**config.mk**
```make
export PLATFORM = sky130hd
export DESIGN_NAME = mem_stage
export DESIGN_NICKNAME = d
export VERILOG_FILES = /design/src/rtl/mem_stage.sv
export SDC_FILE = /design/constraint.sdc
export NUM_CORES = 1
export LEC_CHECK = 0
export ABC_AREA = 1
export BUFFER_PORTS_ARGS = -buffer_cell sky130_fd_sc_hd__buf_2
export CAP_MARGIN = 20
export CELL_PAD_IN_SITES_DETAIL_PLACEMENT = 1
export CELL_PAD_IN_SITES_GLOBAL_PLACEMENT = 2
export CORE_ASPECT_RATIO = 2
export CORE_MARGIN = 2
export CORE_UTILIZATION = 29
export DETAILED_ROUTE_END_ITERATION = 7
export PLACE_DENSITY = 0.95
export SYNTH_ARGS = -nofsm -noshare
export SYNTH_HDL_FRONTEND = slang
export SYNTH_SLANG_ARGS = --single-unit
```
**constraint.sdc**
```tcl
create_clock -name clk -period 3.4 [get_ports clk]
set_clock_uncertainty 0.05 [all_clocks]
set_input_delay 0.51 -clock clk [delete_from_list [all_inputs] [get_ports clk]]
set_output_delay 0.51 -clock clk [all_outputs]
set_load 0.05 [all_outputs]
```
**src/rtl/mem_stage.sv**
```systemverilog
// MEM pipeline stage: decodes loads/stores, runs a two-state handshake with the
// data memory, and registers the M/W pipeline outputs for the writeback stage.
module mem_stage (
  input  logic        clk,
  input  logic        reset,
  input  logic [31:0] M_PC,
  input  logic [31:0] M_ins,
  input  logic [31:0] alu_res,
  input  logic [31:0] reg_rt,
  output logic        m_stall,
  output logic        dm_req,
  output logic        dm_we,
  output logic [3:0]  dm_be,
  output logic [31:0] dm_addr,
  output logic [31:0] dm_wdata,
  input  logic [31:0] dm_rdata,
  input  logic        dm_ack,
  output logic [31:0] W_PC,
  output logic [31:0] W_ins,
  output logic [31:0] W_alu_res,
  output logic [31:0] W_mem_read,
  output logic        misalign
);

  localparam logic [0:0] S_IDLE = 1'b0;
  localparam logic [0:0] S_BUSY = 1'b1;

  localparam logic [5:0] OP_LW  = 6'h23;
  localparam logic [5:0] OP_LH  = 6'h21;
  localparam logic [5:0] OP_LHU = 6'h25;
  localparam logic [5:0] OP_LB  = 6'h20;
  localparam logic [5:0] OP_LBU = 6'h24;
  localparam logic [5:0] OP_SW  = 6'h2B;
  localparam logic [5:0] OP_SH  = 6'h29;
  localparam logic [5:0] OP_SB  = 6'h28;

  logic [0:0]  state_q, state_d;
  logic [5:0]  op_q, op_d;
  logic [31:0] addr_q, addr_d;
  logic [3:0]  be_q, be_d;
  logic [31:0] wdata_q, wdata_d;
  logic        we_q, we_d;
  logic [31:0] pc_q, pc_d;
  logic [31:0] ins_q, ins_d;
  logic [31:0] alu_q, alu_d;
  logic [31:0] w_pc_q, w_pc_d;
  logic [31:0] w_ins_q, w_ins_d;
  logic [31:0] w_alu_q, w_alu_d;
  logic [31:0] w_mem_q, w_mem_d;
  logic        misalign_q, misalign_d;

  // Decode of the instruction currently presented by the M stage
  logic [5:0]  opcode;
  logic        is_load, is_store, is_mem, bad_align;
  logic [3:0]  new_be;
  logic [31:0] new_wdata;

  assign opcode = M_ins[31:26];

  always_comb begin
    is_load   = 1'b0;
    is_store  = 1'b0;
    bad_align = 1'b0;
    new_be    = 4'b1111;
    new_wdata = reg_rt;
    case (opcode)
      OP_LW: begin
        is_load   = 1'b1;
        bad_align = (alu_res[1:0] != 2'b00);
      end
      OP_LH, OP_LHU: begin
        is_load   = 1'b1;
        bad_align = alu_res[0];
      end
      OP_LB, OP_LBU: begin
        is_load   = 1'b1;
      end
      OP_SW: begin
        is_store  = 1'b1;
        bad_align = (alu_res[1:0] != 2'b00);
      end
      OP_SH: begin
        is_store  = 1'b1;
        bad_align = alu_res[0];
        new_be    = alu_res[1] ? 4'b1100 : 4'b0011;
        new_wdata = {2{reg_rt[15:0]}};
      end
      OP_SB: begin
        is_store  = 1'b1;
        new_be    = 4'b0001 << alu_res[1:0];
        new_wdata = {4{reg_rt[7:0]}};
      end
      default: ;
    endcase
    is_mem = is_load | is_store;
  end

  // Load extraction works off the latched op/address, never the live M inputs
  logic [7:0]  sel_byte;
  logic [15:0] sel_half;
  logic [31:0] load_data;

  always_comb begin
    case (addr_q[1:0])
      2'd0:    sel_byte = dm_rdata[7:0];
      2'd1:    sel_byte = dm_rdata[15:8];
      2'd2:    sel_byte = dm_rdata[23:16];
      default: sel_byte = dm_rdata[31:24];
    endcase
    sel_half = addr_q[1] ? dm_rdata[31:16] : dm_rdata[15:0];
    case (op_q)
      OP_LW:   load_data = dm_rdata;
      OP_LH:   load_data = {{16{sel_half[15]}}, sel_half};
      OP_LHU:  load_data = {16'h0000, sel_half};
      OP_LB:   load_data = {{24{sel_byte[7]}}, sel_byte};
      OP_LBU:  load_data = {24'h000000, sel_byte};
      default: load_data = 32'h0;
    endcase
  end

  always_comb begin
    state_d    = state_q;
    op_d       = op_q;
    addr_d     = addr_q;
    be_d       = be_q;
    wdata_d    = wdata_q;
    we_d       = we_q;
    pc_d       = pc_q;
    ins_d      = ins_q;
    alu_d      = alu_q;
    w_pc_d     = 32'h0;
    w_ins_d    = 32'h0;
    w_alu_d    = 32'h0;
    w_mem_d    = 32'h0;
    misalign_d = 1'b0;
    case (state_q)
      S_IDLE: begin
        if (is_mem && !bad_align) begin
          state_d = S_BUSY;
          op_d    = opcode;
          addr_d  = alu_res;
          be_d    = new_be;
          wdata_d = new_wdata;
          we_d    = is_store;
          pc_d    = M_PC;
          ins_d   = M_ins;
          alu_d   = alu_res;
        end else if (is_mem) begin
          misalign_d = 1'b1;
        end else begin
          w_pc_d  = M_PC;
          w_ins_d = M_ins;
          w_alu_d = alu_res;
        end
      end
      default: begin
        if (dm_ack) begin
          state_d = S_IDLE;
          w_pc_d  = pc_q;
          w_ins_d = ins_q;
          w_alu_d = alu_q;
          w_mem_d = load_data;
        end
      end
    endcase
  end

  always_ff @(posedge clk) begin
    if (reset) begin
      state_q    <= S_IDLE;
      op_q       <= 6'h0;
      addr_q     <= 32'h0;
      be_q       <= 4'h0;
      wdata_q    <= 32'h0;
      we_q       <= 1'b0;
      pc_q       <= 32'h0;
      ins_q      <= 32'h0;
      alu_q      <= 32'h0;
      w_pc_q     <= 32'h0;
      w_ins_q    <= 32'h0;
      w_alu_q    <= 32'h0;
      w_mem_q    <= 32'h0;
      misalign_q <= 1'b0;
    end else begin
      state_q    <= state_d;
      op_q       <= op_d;
      addr_q     <= addr_d;
      be_q       <= be_d;
      wdata_q    <= wdata_d;
      we_q       <= we_d;
      pc_q       <= pc_d;
      ins_q      <= ins_d;
      alu_q      <= alu_d;
      w_pc_q     <= w_pc_d;
      w_ins_q    <= w_ins_d;
      w_alu_q    <= w_alu_d;
      w_mem_q    <= w_mem_d;
      misalign_q <= misalign_d;
    end
  end

  // Request strobes are gated by the state so IDLE always shows them low
  assign dm_req   = (state_q == S_BUSY);
  assign dm_we    = dm_req & we_q;
  assign dm_be    = dm_req ? be_q : 4'h0;
  assign dm_addr  = {addr_q[31:2], 2'b00};
  assign dm_wdata = wdata_q;

  assign m_stall = !reset && (((state_q == S_IDLE) && is_mem && !bad_align) ||
                              ((state_q == S_BUSY) && !dm_ack));

  assign W_PC       = w_pc_q;
  assign W_ins      = w_ins_q;
  assign W_alu_res  = w_alu_q;
  assign W_mem_read = w_mem_q;
  assign misalign   = misalign_q;

endmodule

```
; Yosys cells after proc, flatten, opt, wreduce, memory -nomap -nowiden
; Index checks and enable logic that the tools add are counted.
[word_totals]
output_inout_bits = 200
ff_bits = 269
in_bits = 163
[op_classes]
reduce_logical = 18
n_eq_ne = 15
bitwise = 4
n_shift = 1
muxes = 26
[op_table]
columns = cell, n
row1 = $mux 32, 12
row2 = $pmux 32 s5, 1
row3 = $eq 6x6->1 const B, 13
row4 = $pmux 32 s2, 1
row5 = $pmux 8 s3, 1
row6 = $mux 16, 1
row7 = $reduce_or 3->1, 4
row8 = $mux 4, 2
row9 = $pmux 4 s2, 1
row10 = $mux 1, 6
row11 = $logic_and 1x1->1, 5
row12 = $reduce_or 5->1, 1
row13 = $shl 1x2->4 const A, 1
row14 = $logic_not 1->1, 3
row15 = $eq 2x1->1 const B, 1
row16 = $eq 2x2->1 const B, 1
row17 = $logic_not 2->1, 1
row18 = $not 1->1, 2
row19 = $pmux 1 s2, 1
row20 = $reduce_and 2->1, 1
row21 = $reduce_bool 2->1, 1
row22 = $reduce_or 2->1, 1
row23 = $and 1x1->1, 1
row24 = $logic_or 1x1->1, 1
row25 = $or 1x1->1, 1

; Longest topological paths before layout
[depth]
depth_word = 8
mapped_depth = 11
depth_no_buf = 10

; Least setup slack after synthesis
; OpenSTA, ideal clock, no wires.
[synth_timing]
path_type = input to output
startpoint = in M_ins[30]
endpoint = out m_stall
stages = 10
n_path_buf = 3
required_time_ps = 2840
arrival_time_ps = 2245
path_slack_ps = 595
path_cell_list = inv_1 -> nand2_1 -> nor2_2 -> o21ai_1 -> nand2_1 -> nand3_1 -> buf_4 -> buf_6 -> buf_6 -> a21oi_1
[synth_via]
elab_chain_len = 8
elab_cells_between_ends = 21
classes_between = eq/ne: 8 / mux: 3 / bitwise: 1 / reduce/logical: 9
[synth_lines]
columns = element, line
row1 = from (decl), 7  ; input logic [31:0] M_ins,
row2 = $eq 6x6->1, 66  ; case (opcode)
row3 = $reduce_or 5->1 (no line) or $reduce_or 3->1 (tied branches), -
row4 = $mux 1, 66
row5 = $or 1x1->1, 95  ; is_mem = is_load | is_store;
row6 = $logic_and 1x1->1, 209  ; assign m_stall = !reset && (((state_q == S_IDLE) && is_mem && !bad_align) ||
row7 = $logic_and 1x1->1 *, 209
row8 = $logic_or 1x1->1 *, 209
row9 = $logic_and 1x1->1 *, 209
row10 = to (decl), 10  ; output logic m_stall,
; Every way passes the cells marked *; elsewhere a longest branch is shown, timed or not.

; Worst setup path in the final report
[layout_timing]
startpoint = reg state_q (netlist: dm_req)
endpoint = out m_stall
[layout_via]
elab_chain_len = 5
elab_cells_between_ends = 6
classes_between = bitwise: 1 / reduce/logical: 5
[layout_lines]
columns = element, line
row1 = from (decl), 37  ; logic [0:0] state_q, state_d;
row2 = from (signal assigned), 185  ; state_q <= state_d;
row3 = $not 1->1 (no line), -
row4 = $logic_and 1x1->1 (2 in series), 209
row5 = $logic_or 1x1->1 *, 209
row6 = $logic_and 1x1->1 *, 209
; Marks and branches as above.

==> flow_summary.toml <==
[synthesis]
netlist_instances = 1564
synth_compound_area_share_pct = 9.33
avgSynthCellArea_um2 = 6.97
muxShareOfSynthArea_pct = 0
synth.area.top_cells = "dfxtp_1, nand2_1, nor2_1"
yosysTopAreaCellShare_pct = 48.3
ys_seq_area_share_pct = 48.3
synth_top_family_by_area = "simple AND/OR/NAND/NOR gates"
synth.largest_area_cell = "dfxtp_1"
synth-simple-area-share_pct = 26.9
ys_warn_count = 0
synthDistinctLibCells = 28
netlist_area_um2 = 10900
yosys.area_share.adder_pct = 0
synthXorXnorAreaFrac_pct = 0
synth-seq-cells = 263

[setup_path]
start_kind = "register"
crit_fanout = 15
criticalPathCategory = "reg2out"
path_buf_inv = 2
slowest_delay_ps = 500
crit_family = "buffers and inverters"
cp_cell_sequence = "inv_1, nand3_4, a21oi_1, buf_2"
critical-path-slowest-cell = "inv_1"
cp-end-kind = "output port"
worstPathRequired_ps = 2840
crit_arrival_ps = 2000

[power_and_ir_drop]
p_leak_nw = 7.79
swShare_pct = 30.3
seq_power_share_pct = 43.1
p_sw_w = 0.00234
clkPwrFrac_pct = 40.1
ir_worst_vdd_mv = 0.376
p_int_w = 0.00540
power_frac_comb_pct = 16.9
powerDensity_nw_per_um2 = 562

[cts]
cts_buffer_depth = 3
clk_latency_ps = 550
cts_hold_buf = 0
h-tree-depth = 1
cts_resized = 0
clock-sinks = 263
ctsRootBufferMaster = "clkbuf_16"
cts_tree = "yes"
post_cts_buffers = 0
cts_made_buffers = 27
clkSlewWorstSetupHoldPaths_ps = 70

[global_routing]
gr-usage-met2_pct = 36.7
track_usage_pct = 19.4
antenna_found_initial = 14
grtUsageMet1_pct = 19.5
first_global_vias = 11463
grt_max_degree = 106
grt_pass1_wl_um = 60800
grt_use_met3_pct = 2.94
grt_remaining_overflow = 0
grt.busiest_layer = "met2"

[sta]
rsz0062_at_grt = "false"
hold_viol_final = 0
fin_hold_ws_ps = 140
fmax_mhz = 391
worstMarginPinSlew_ps = 1050
timing.final.ws_setup_ps = 843
slew_viol_final = 0
fin_crit_ps = 2560
fin_setup_tns_ps = 0
setup_viol = 0
maxSlewHeadroom_pct = 29.5
fin_crit_sh_pct = 75.2

[floorplanning]
coreArea_um2 = 37200
start_util_pct = 29.3
fp-row-count = 100
die_w_um = 141
die_y_um = 278
num_io_pins = 363
die_area_um2 = 39200

[routing]
wl_per_cell_um = 16.7
vias = 10907
initialDrtViolationCount = 431
drt-vias-per-instance = 4.65
antenna_left = 0
drc = 0
drt-pass1-iter-count = 7
wl_um = 39100

[cells_and_area]
drive_gt1_share_pct = 23.7
fin_util_pct = 37.1
register_area_um2 = 5270
area_growth_syn_to_layout_pct = 26.3
nFillCells = 4788
layout.nets = 2022
layout_common_cells = "nand2_1, buf_2, nor2_1"
layout_commonest_cell = "nand2_1"
multi_input_area_um2 = 3970

[job]
maxCapViolCount = 0

[place]
dp_slack_ps = 976
gp_congestion = 0.838
hpwlAfterDp_um = 29100
portBuffers = 360

[run_status]
status = "completed"

[hold_path]
hp-class = "in2reg"
-- layer usage --
layer / wire, µm / vias up
met3: 1770 / 123
met1: 14100 / 5161
met5: 41 / -
met2: 20800 / 317
li1: - / 5300
met4: 2500 / 6
-- kinds of logic after synthesis --
| group | count (synthesis) |
|---|---|
| DFF | 263 |
| buffers and inverters | 392 |
| other | 1 |
| AOI/OAI and AO/OA | 162 |
| and+or+nand+nor | 746 |
-- cell usage after synthesis --
library cell,n
clkinv_1,2
o21ai_0,17
buf_1,1
a22oi_1,1
nand3_2,1
inv_2,2
a21oi_1,10
nor3_1,2
dfxtp_1,263
buf_4,33
nand4_1,12
buf_6,6
o211ai_1,31
conb_1,1
o22ai_1,97
nor2_2,2
a31oi_1,2
nand3_1,40
clkbuf_2,1
or2_2,11
nor2_1,292
clkbuf_1,40
buf_2,35
o21ai_1,3
nand2_1,385
nor3_2,1
o21bai_1,1
inv_1,272
-- sequential cells by signal, summed over array words and instances, names as in the netlist --
| signal | count |
|---|---|
| W_alu_res | 32 |
| op_q | 6 |
| dm_wdata | 32 |
| W_ins | 32 |
| alu_q | 32 |
| be_q | 4 |
| pc_q | 32 |
| W_mem_read | 32 |
| W_PC | 32 |
| misalign | 1 |
| ins_q | 26 |
| we_q | 1 |
| dm_req | 1 |
-- per-stage QoR --
step,area (µm²),total power [W],cells
final,13800,0.00774,2347
after global routing,13800,0.00808,2347
after CTS,13700,0.00785,2336
after detailed placement,12800,0.00471,2289
after global placement,12800,0.00467,2289
after floorplan,10900,0.00432,1565
-- cell type report --
cell class                      count  share of cell area, %
Antenna cell                       11                  0.200
Multi-Input combinational cell    910                   28.8
Clock buffer                       39                   5.89
Timing Repair Buffer              381                   14.4
Tap cell                          459                   4.17
Inverter                          276                   7.55
Clock inverter                      8                  0.727
Sequential cell                   263                   38.2
-- tightest hold or removal path: cells and delay by family --
| family | cells | cell delay [ps] |
|---|---|---|
| simple gates | 2 | 120 |
| buf+inv | 1 | 90 |
-- power by group through the flow --
stage | combinational [W] | clock [W] | sequential, W
floorplan | 0.000579 | 0 | 0.00374
global placement | 0.00128 | 0 | 0.00340
detailed placement | 0.00131 | 0 | 0.00340
CTS | 0.00132 | 0.00320 | 0.00333
global route | 0.00142 | 0.00331 | 0.00335
finish | 0.00130 | 0.00310 | 0.00333
-- final timing paths --
check,from,endpoint,slack (ps),cells past startpoint
worst max-delay path,dm_req$_SDFF_PP0_,m_stall,840,4
worst min register to register,ins_q[8]$_SDFFE_PP0P_,W_ins[8]$_SDFF_PP0_,420,2
worst max register to register,dm_req$_SDFF_PP0_,W_ins[23]$_SDFF_PP0_,960,6
worst min-delay path,M_ins[25],ins_q[25]$_SDFFE_PP0P_,140,3
Note: power is estimated with default switching activity, not from simulation.
